<file path="src/rtl/xc20xx_clb_cfgload.sv">
// Serial configuration loader for one XC20XX CLB: preamble/length/trailer parse, framed data commit.
// Optional per-frame even parity bit enabled by defining XC20XX_CFGLOAD_PARITY_EN.
module xc20xx_clb_cfgload #(
  parameter int FRAME_W    = 8,
  parameter int NUM_FRAMES = 4,
  parameter int LEN_W      = 12
) (
  input  logic                               CLK,
  input  logic                               RST,
  input  logic                               DIN,
  input  logic                               DIN_VALID,
  output logic [FRAME_W*NUM_FRAMES-1:0]      CFG,
  output logic                               DONE,
  output logic                               ERR,
  output logic [$clog2(NUM_FRAMES+1)-1:0]    FRAME_IDX
);

  localparam int IDX_W   = $clog2(NUM_FRAMES+1);
  localparam int CNT_MAX = (LEN_W > FRAME_W) ? LEN_W : FRAME_W;
  localparam int CNT_W   = $clog2(CNT_MAX+1);
`ifdef XC20XX_CFGLOAD_PARITY_EN
  localparam int FRAME_BITS = FRAME_W + 5;
`else
  localparam int FRAME_BITS = FRAME_W + 4;
`endif
  localparam logic [LEN_W-1:0] EXP_LEN  = LEN_W'(NUM_FRAMES*FRAME_BITS);
  localparam logic [7:0]       PREAMBLE = 8'b1111_0010;

  typedef enum logic [3:0] {
    HUNT,
    LENGTH,
    TRAIL,
    START,
    DATA,
`ifdef XC20XX_CFGLOAD_PARITY_EN
    PARITY,
`endif
    STOP,
    DONE_ST,
    ERR_ST
  } state_t;

  state_t             state;
  logic [7:0]         window;
  logic [LEN_W-1:0]   len_sh;
  logic [CNT_W-1:0]   cnt;
  logic [FRAME_W-1:0] frame_buf;

  always_ff @(posedge CLK) begin
    if (RST) begin
      state     <= HUNT;
      CFG       <= '0;
      DONE      <= 1'b0;
      ERR       <= 1'b0;
      FRAME_IDX <= '0;
      window    <= '0;
      len_sh    <= '0;
      cnt       <= '0;
    end else if (DIN_VALID) begin
      case (state)
        HUNT: begin
          window <= {window[6:0], DIN};
          if ({window[6:0], DIN} == PREAMBLE) begin
            state <= LENGTH;
            cnt   <= '0;
          end
        end
        LENGTH: begin
          len_sh <= {len_sh[LEN_W-2:0], DIN};
          if (cnt == CNT_W'(LEN_W-1)) begin
            cnt <= '0;
            if ({len_sh[LEN_W-2:0], DIN} == EXP_LEN) begin
              state <= TRAIL;
            end else begin
              state <= ERR_ST;
              ERR   <= 1'b1;
            end
          end else begin
            cnt <= cnt + 1'b1;
          end
        end
        TRAIL: begin
          if (!DIN) begin
            state <= ERR_ST;
            ERR   <= 1'b1;
          end else if (cnt == CNT_W'(3)) begin
            cnt   <= '0;
            state <= START;
          end else begin
            cnt <= cnt + 1'b1;
          end
        end
        START: begin
          cnt <= '0;
          if (DIN) begin
            state <= ERR_ST;
            ERR   <= 1'b1;
          end else begin
            state <= DATA;
          end
        end
        DATA: begin
          frame_buf <= {frame_buf[FRAME_W-2:0], DIN};
          if (cnt == CNT_W'(FRAME_W-1)) begin
            cnt <= '0;
`ifdef XC20XX_CFGLOAD_PARITY_EN
            state <= PARITY;
`else
            state <= STOP;
`endif
          end else begin
            cnt <= cnt + 1'b1;
          end
        end
`ifdef XC20XX_CFGLOAD_PARITY_EN
        PARITY: begin
          // Even parity across the data bits and the parity bit itself.
          if (^{frame_buf, DIN}) begin
            state <= ERR_ST;
            ERR   <= 1'b1;
          end else begin
            state <= STOP;
          end
        end
`endif
        STOP: begin
          if (!DIN) begin
            state <= ERR_ST;
            ERR   <= 1'b1;
          end else if (cnt == CNT_W'(2)) begin
            cnt <= '0;
            // Commit only a fully framed byte so CFG never shows a partial frame.
            for (int f = 0; f < NUM_FRAMES; f++) begin
              if (FRAME_IDX == IDX_W'(f)) CFG[f*FRAME_W +: FRAME_W] <= frame_buf;
            end
            FRAME_IDX <= FRAME_IDX + 1'b1;
            if (FRAME_IDX == IDX_W'(NUM_FRAMES-1)) begin
              state <= DONE_ST;
              DONE  <= 1'b1;
            end else begin
              state <= START;
            end
          end else begin
            cnt <= cnt + 1'b1;
          end
        end
        DONE_ST: state <= DONE_ST;
        ERR_ST:  state <= ERR_ST;
        default: begin
          state <= ERR_ST;
          ERR   <= 1'b1;
        end
      endcase
    end
  end

endmodule

</file>
<file path="config.mk">
export PLATFORM = sky130hd
export DESIGN_NAME = xc20xx_clb_cfgload
export DESIGN_NICKNAME = d
export VERILOG_FILES = /design/src/rtl/xc20xx_clb_cfgload.sv
export SDC_FILE = /design/constraint.sdc
export NUM_CORES = 1
export LEC_CHECK = 0
export CAP_MARGIN = 20
export CORE_MARGIN = 2
export CORE_UTILIZATION = 54
export DETAILED_ROUTE_END_ITERATION = 8
export PLACE_DENSITY = 0.85
export SETUP_SLACK_MARGIN = 0.4
export SYNTH_ARGS = -nofsm -noshare
export SYNTH_HDL_FRONTEND = slang
export SYNTH_SLANG_ARGS = --single-unit
</file>
<file path="constraint.sdc">
create_clock -name CLK -period 2.6 [get_ports CLK]
set_clock_uncertainty 0.15 [all_clocks]
set_input_delay 0.52 -clock CLK [delete_from_list [all_inputs] [get_ports CLK]]
set_output_delay 0.52 -clock CLK [all_outputs]
set_load 0.01 [all_outputs]
</file>
Word-level counts from Yosys, hierarchy flattened
Index checks and enable logic that the tools add are counted.

$add $sub $neg: 2. Mux-type cells: 24. Bitwise gates (word level): 2. Equal/unequal tests: 26. Reduce and logical (&&, ||, !) cells: 16.

Operators by type and width (count): two-way mux 4 bit (14); case mux 4 bit (7 select lines) (1); AND reduction 5 bit (5); case mux 4 bit (6 select lines) (1); == test 4 x 3 -> 1 bit, second input constant (5); == test 4 x 2 -> 1 bit, second input constant (4); != test 2 bit, second input constant (8); == test 12 x 6 -> 1 bit, second input constant (1); AND reduction 6 bit (2); == test 8 bit, second input constant (1); == test 3 x 2 -> 1 bit, second input constant (2); two-way mux 3 bit (2); != test 3 bit, second input constant (2); nonzero test 6 bit (1); adder 4 x 1 -> 4 bit, second input constant (1); == test 4 x 1 -> 1 bit, second input constant (1); == test 4 bit, second input constant (1); logical NOT 4 bit (1); two-way mux 1 bit (4); case mux 1 bit (4 select lines) (1); AND reduction 2 bit (2); AND reduction 4 bit (1); OR reduction 4 bit (1); adder 3 x 1 -> 3 bit, second input constant (1); other kinds (6) (7).

Bits in registers: 71. Output and inout bits: 37. Input port bits: 4.

Logic depth before layout (Yosys ltp)
Word-level depth: 5. Gate-level depth with buffers: 8. Gate-level depth less buffers: 7.

Worst setup path before layout
Ideal clock, no wire load.

Path kind: input to register. Start point: input port DIN. End point: register cnt[3]. Slack: 146 ps. Arrival time: 2230 ps. Stages: 6. Buffers on the path: 1. Path through: or4b_1 > o211a_1 > or2_0 > buf_2 > or4_1 > a31oi_1.

Longest elaborated chain between the ends: 3. Elaborated cells on any way between the ends: 5. Those cells by class: 4 x eq/ne; 1 x reduce/logical.

Ends and longest elaborated chain: start, declared (line 10) `input logic DIN,`; == test 8 bit (line 63) `if ({window[6:0], DIN} == PREAMBLE) begin`; != test 2 bit (no source line); AND reduction 5 bit (no source line) *; end signal, assigned (line 79) `cnt <= cnt + 1'b1;`; end signal, assigned (line 90) `cnt <= cnt + 1'b1;`; end signal, assigned (line 112) `cnt <= cnt + 1'b1;`; end, declared (line 46) `logic [CNT_W-1:0] cnt;`.

Mark *: on every way between the ends. The rest lies on a longest branch, timed or not. A chain may end at the register's enable or synchronous reset.

Worst setup path in the final report
Start point: register cnt[0]. End point: register CFG[5].

Longest elaborated chain between the ends: 2.

Ends and longest elaborated chain: == test 4 x 2 -> 1 bit (line 130) `end else if (cnt == CNT_W'(2)) begin`; AND reduction 5 bit (no source line); end signal, assigned by index (line 134) `if (FRAME_IDX == IDX_W'(f)) CFG[f*FRAME_W +: FRAME_W] <= frame_buf;`; end, declared (line 12) `output logic [FRAME_W*NUM_FRAMES-1:0] CFG,`.

Every way passes these cells.

==> qor.yml <==
status: "finished clean"
num_vias: 2629
vdd_drop_max_uv: 453
antennaDiodeCount: 0
hold_path.class: "register to register"
clkSinkCount: 70
grt_max_degree: 37
io_buffer_count: 40
clock_path_buffers: 2
clk_pin_slew_ns: 0.08
synth_area_sq_um: 2930
rrSetupSlack_ns: 0.45
core_area_sq_um: 5170
utilization_pct: 71.6
critical-path-max-stage-delay_ns: 0.41
syn-num-nets: 362
grt_pass1_vias: 2328
first_pass_iters: 5
ys_warn_count: 0
end_kind: "register"
cp_max_fo: 14
drtIter0Drc: 196
r2r_end: "CFG[5]"
slew-limit-headroom_pct: 69.2
pin_count: 41
setup_viol: 0
synth_cell_types: 40
yosys_most_used_dff: "dfxtp_1"
p_leak_uw: 0.00119
antenna_found_initial: 0
crit_type: "register to register"
synth_top_area_cell: "dfxtp_1"
dp_hpwl_um: 4360
arrival_ns: 2.21
grt_setup_unrepaired: "true"
root_buffer: "clkbuf_8"
tightest_slew_ns: 0.462
startpoint: "cnt[0]"
final.min_clock_period_ns: 2.15
cts_buffers: 9
ys_seq_area_share_pct: 50.6
setup.worst_path.end: "CFG[5]"
synth_cells: 351
fin_nets: 405
synth-seq-cells: 70
synth_most_common_cell: "nand2_1"
synth_area_leaders: "dfxtp_1 42%, a21oi_1 10%, nand2_1 10%"
worst_ep_required_time_ns: 2.66
synth.avg_cell_area_sq_um: 8.33
overflow: 0
grt_first_pass_wirelength_um: 11200
tns_ns: 0
die_h_um: 77.6
drive_gt1_share_pct: 11.8
globalplace.congestion: 0.907
hold_violations: 0
r2r-start: "cnt[0]"
ff2ff_path_depth: 9
fp.dieArea_sq_um: 6020
synth_edf_count: 8
max_freq_ghz: 0.465
synth_common_cells: "81 x nand2_1, 62 x dfxtp_1, 61 x a21oi_1"
cts_tree: "done"
start_kind: "register"
grtUsageTotal_pct: 23.2
initial_core_util_pct: 56.6
viasPerCell: 5.61
power_density_nw_per_um2: 547
clkLatencyLatePin_ns: 0.34
timing.final.crit_share_pct: 82.6
htree_levels: 3
critPathSlowestCell: "or3b_4"
async_flop_share_pct: 0
max_cap_violations: 0
ant_nets: 0
avgRoutedWirePerCell_um: 14.1
synth_top_area_share_pct: 42.4
drv_slew: 0
cp_cell_sequence: "inv_1 > ha_1 > or3b_4 > nor4_4 > buf_4 > buf_12 > nand2_2 > nand2_1 > a21oi_1"
syn_to_final_growth_pct: 26.7
die_x_um: 77.6
num_rows: 26
routed_wl_um: 6620
drc: 0
[report_power, final]
| part | internal, uW | switching (uW) |
|---|---|---|
| registers | 1090 | 1.53 |
| logic | 13.6 | 29.0 |
| clock network | 466 | 426 |
[cell type report]
cell class / instances / area, sq um
Clock buffer: 11 / 174
Clock inverter: 5 / 36.3
Fill cell: 382 / 1470
Inverter: 8 / 30.0
Multi-Input combinational cell: 249 / 1350
Sequential cell: 70 / 1490
Tap cell: 70 / 87.6
Timing Repair Buffer: 56 / 544
[stage by stage]
step           total power [uW]  area, sq um  hold WS, ns  setup slack, ns  cells
3_3_place_gp               1160         3430        0.283          -0.0891    450
5_1_grt                    2090         3710        0.316            0.359    469
4_1_cts                    2040         3680        0.301            0.406    467
2_1_floorplan              1140         2930        0.286            0.331    351
6_report                   2030         3710        0.296            0.451    469
3_5_place_dp               1160         3430        0.289           -0.117    450
[worst min path at each step]
stage          startpoint    endpoint  slack (ns)  cells past startpoint
2_1_floorplan  len_sh[10]  len_sh[10]        0.29                      2
4_1_cts              DONE        DONE        0.30                      2
3_5_place_dp         DONE        DONE        0.29                      2
6_report             DONE        DONE        0.30                      2
5_1_grt              DONE        DONE        0.32                      2
3_3_place_gp         DONE        DONE        0.28                      2
[timing repair]
item	in CTS	in global routing
resized for setup	7	8
setup endpoints to repair	39	39
hold buffers	0	0
buffers inserted	0	2
gates cloned	1	0
pin swaps	4	1
[critical path, delay by kind of cell (launching register included)]
kind	cells	cell delay, ns
adder cells (fa/ha/maj)	1	0.14
flip-flops	1	0.35
AND/OR/NAND/NOR	4	0.95
AO/OA/AOI/OAI	1	0.07
buffers and inverters	3	0.36
[logic make-up (layout without fill, tap and decap cells)]
group / after synthesis / count (layout) / synth area share, %
AO/OA/AOI/OAI: 81 / 81 / 15.5
XOR/XNOR: 1 / 1 / 0.299
adder cells (fa/ha/maj): 7 / 7 / 2.99
buffers and inverters: 32 / 80 / 4.19
flip-flops: 70 / 70 / 50.6
multiplexers: 2 / 2 / 0.684
AND/OR/NAND/NOR: 158 / 158 / 25.7
[layout by cell type, fill, tap and decap left out, types with 2 or more instances in the layout]
cell / count
dfxtp_2: 4
a21oi_1: 61
nand3b_1: 3
o21ai_0: 4
clkbuf_8: 9
nand2_2: 4
or3_1: 2
nand2_1: 77
a211oi_1: 5
o31ai_1: 2
clkbuf_16: 3
nor4_1: 2
nor3b_1: 2
clkdlybuf4s50_1: 38
inv_1: 8
nor3_1: 5
nor2_1: 9
a221oi_1: 2
nand3_1: 38
nand2b_1: 3
edfxtp_1: 8
mux2i_1: 2
dfxtp_1: 58
buf_4: 14
ha_1: 7
nor2b_1: 2
[state kept, by name (all words and copies together), names as in the netlist]
name       flops
CFG           32
DONE           1
ERR            1
FRAME_IDX      3
cnt            4
frame_buf      8
len_sh        11
state          3
window         7
[routing by layer]
metal	global-route usage (%)	up-vias	part of all wire [%]
met3	5.23	9	4.9
met1	31.4	1215	46
met2	37.3	96	48
met5	0	-	0
li1	-	1309	-
met4	6.79	0	1.2
No activity file was read; power rests on OpenSTA's default activity.
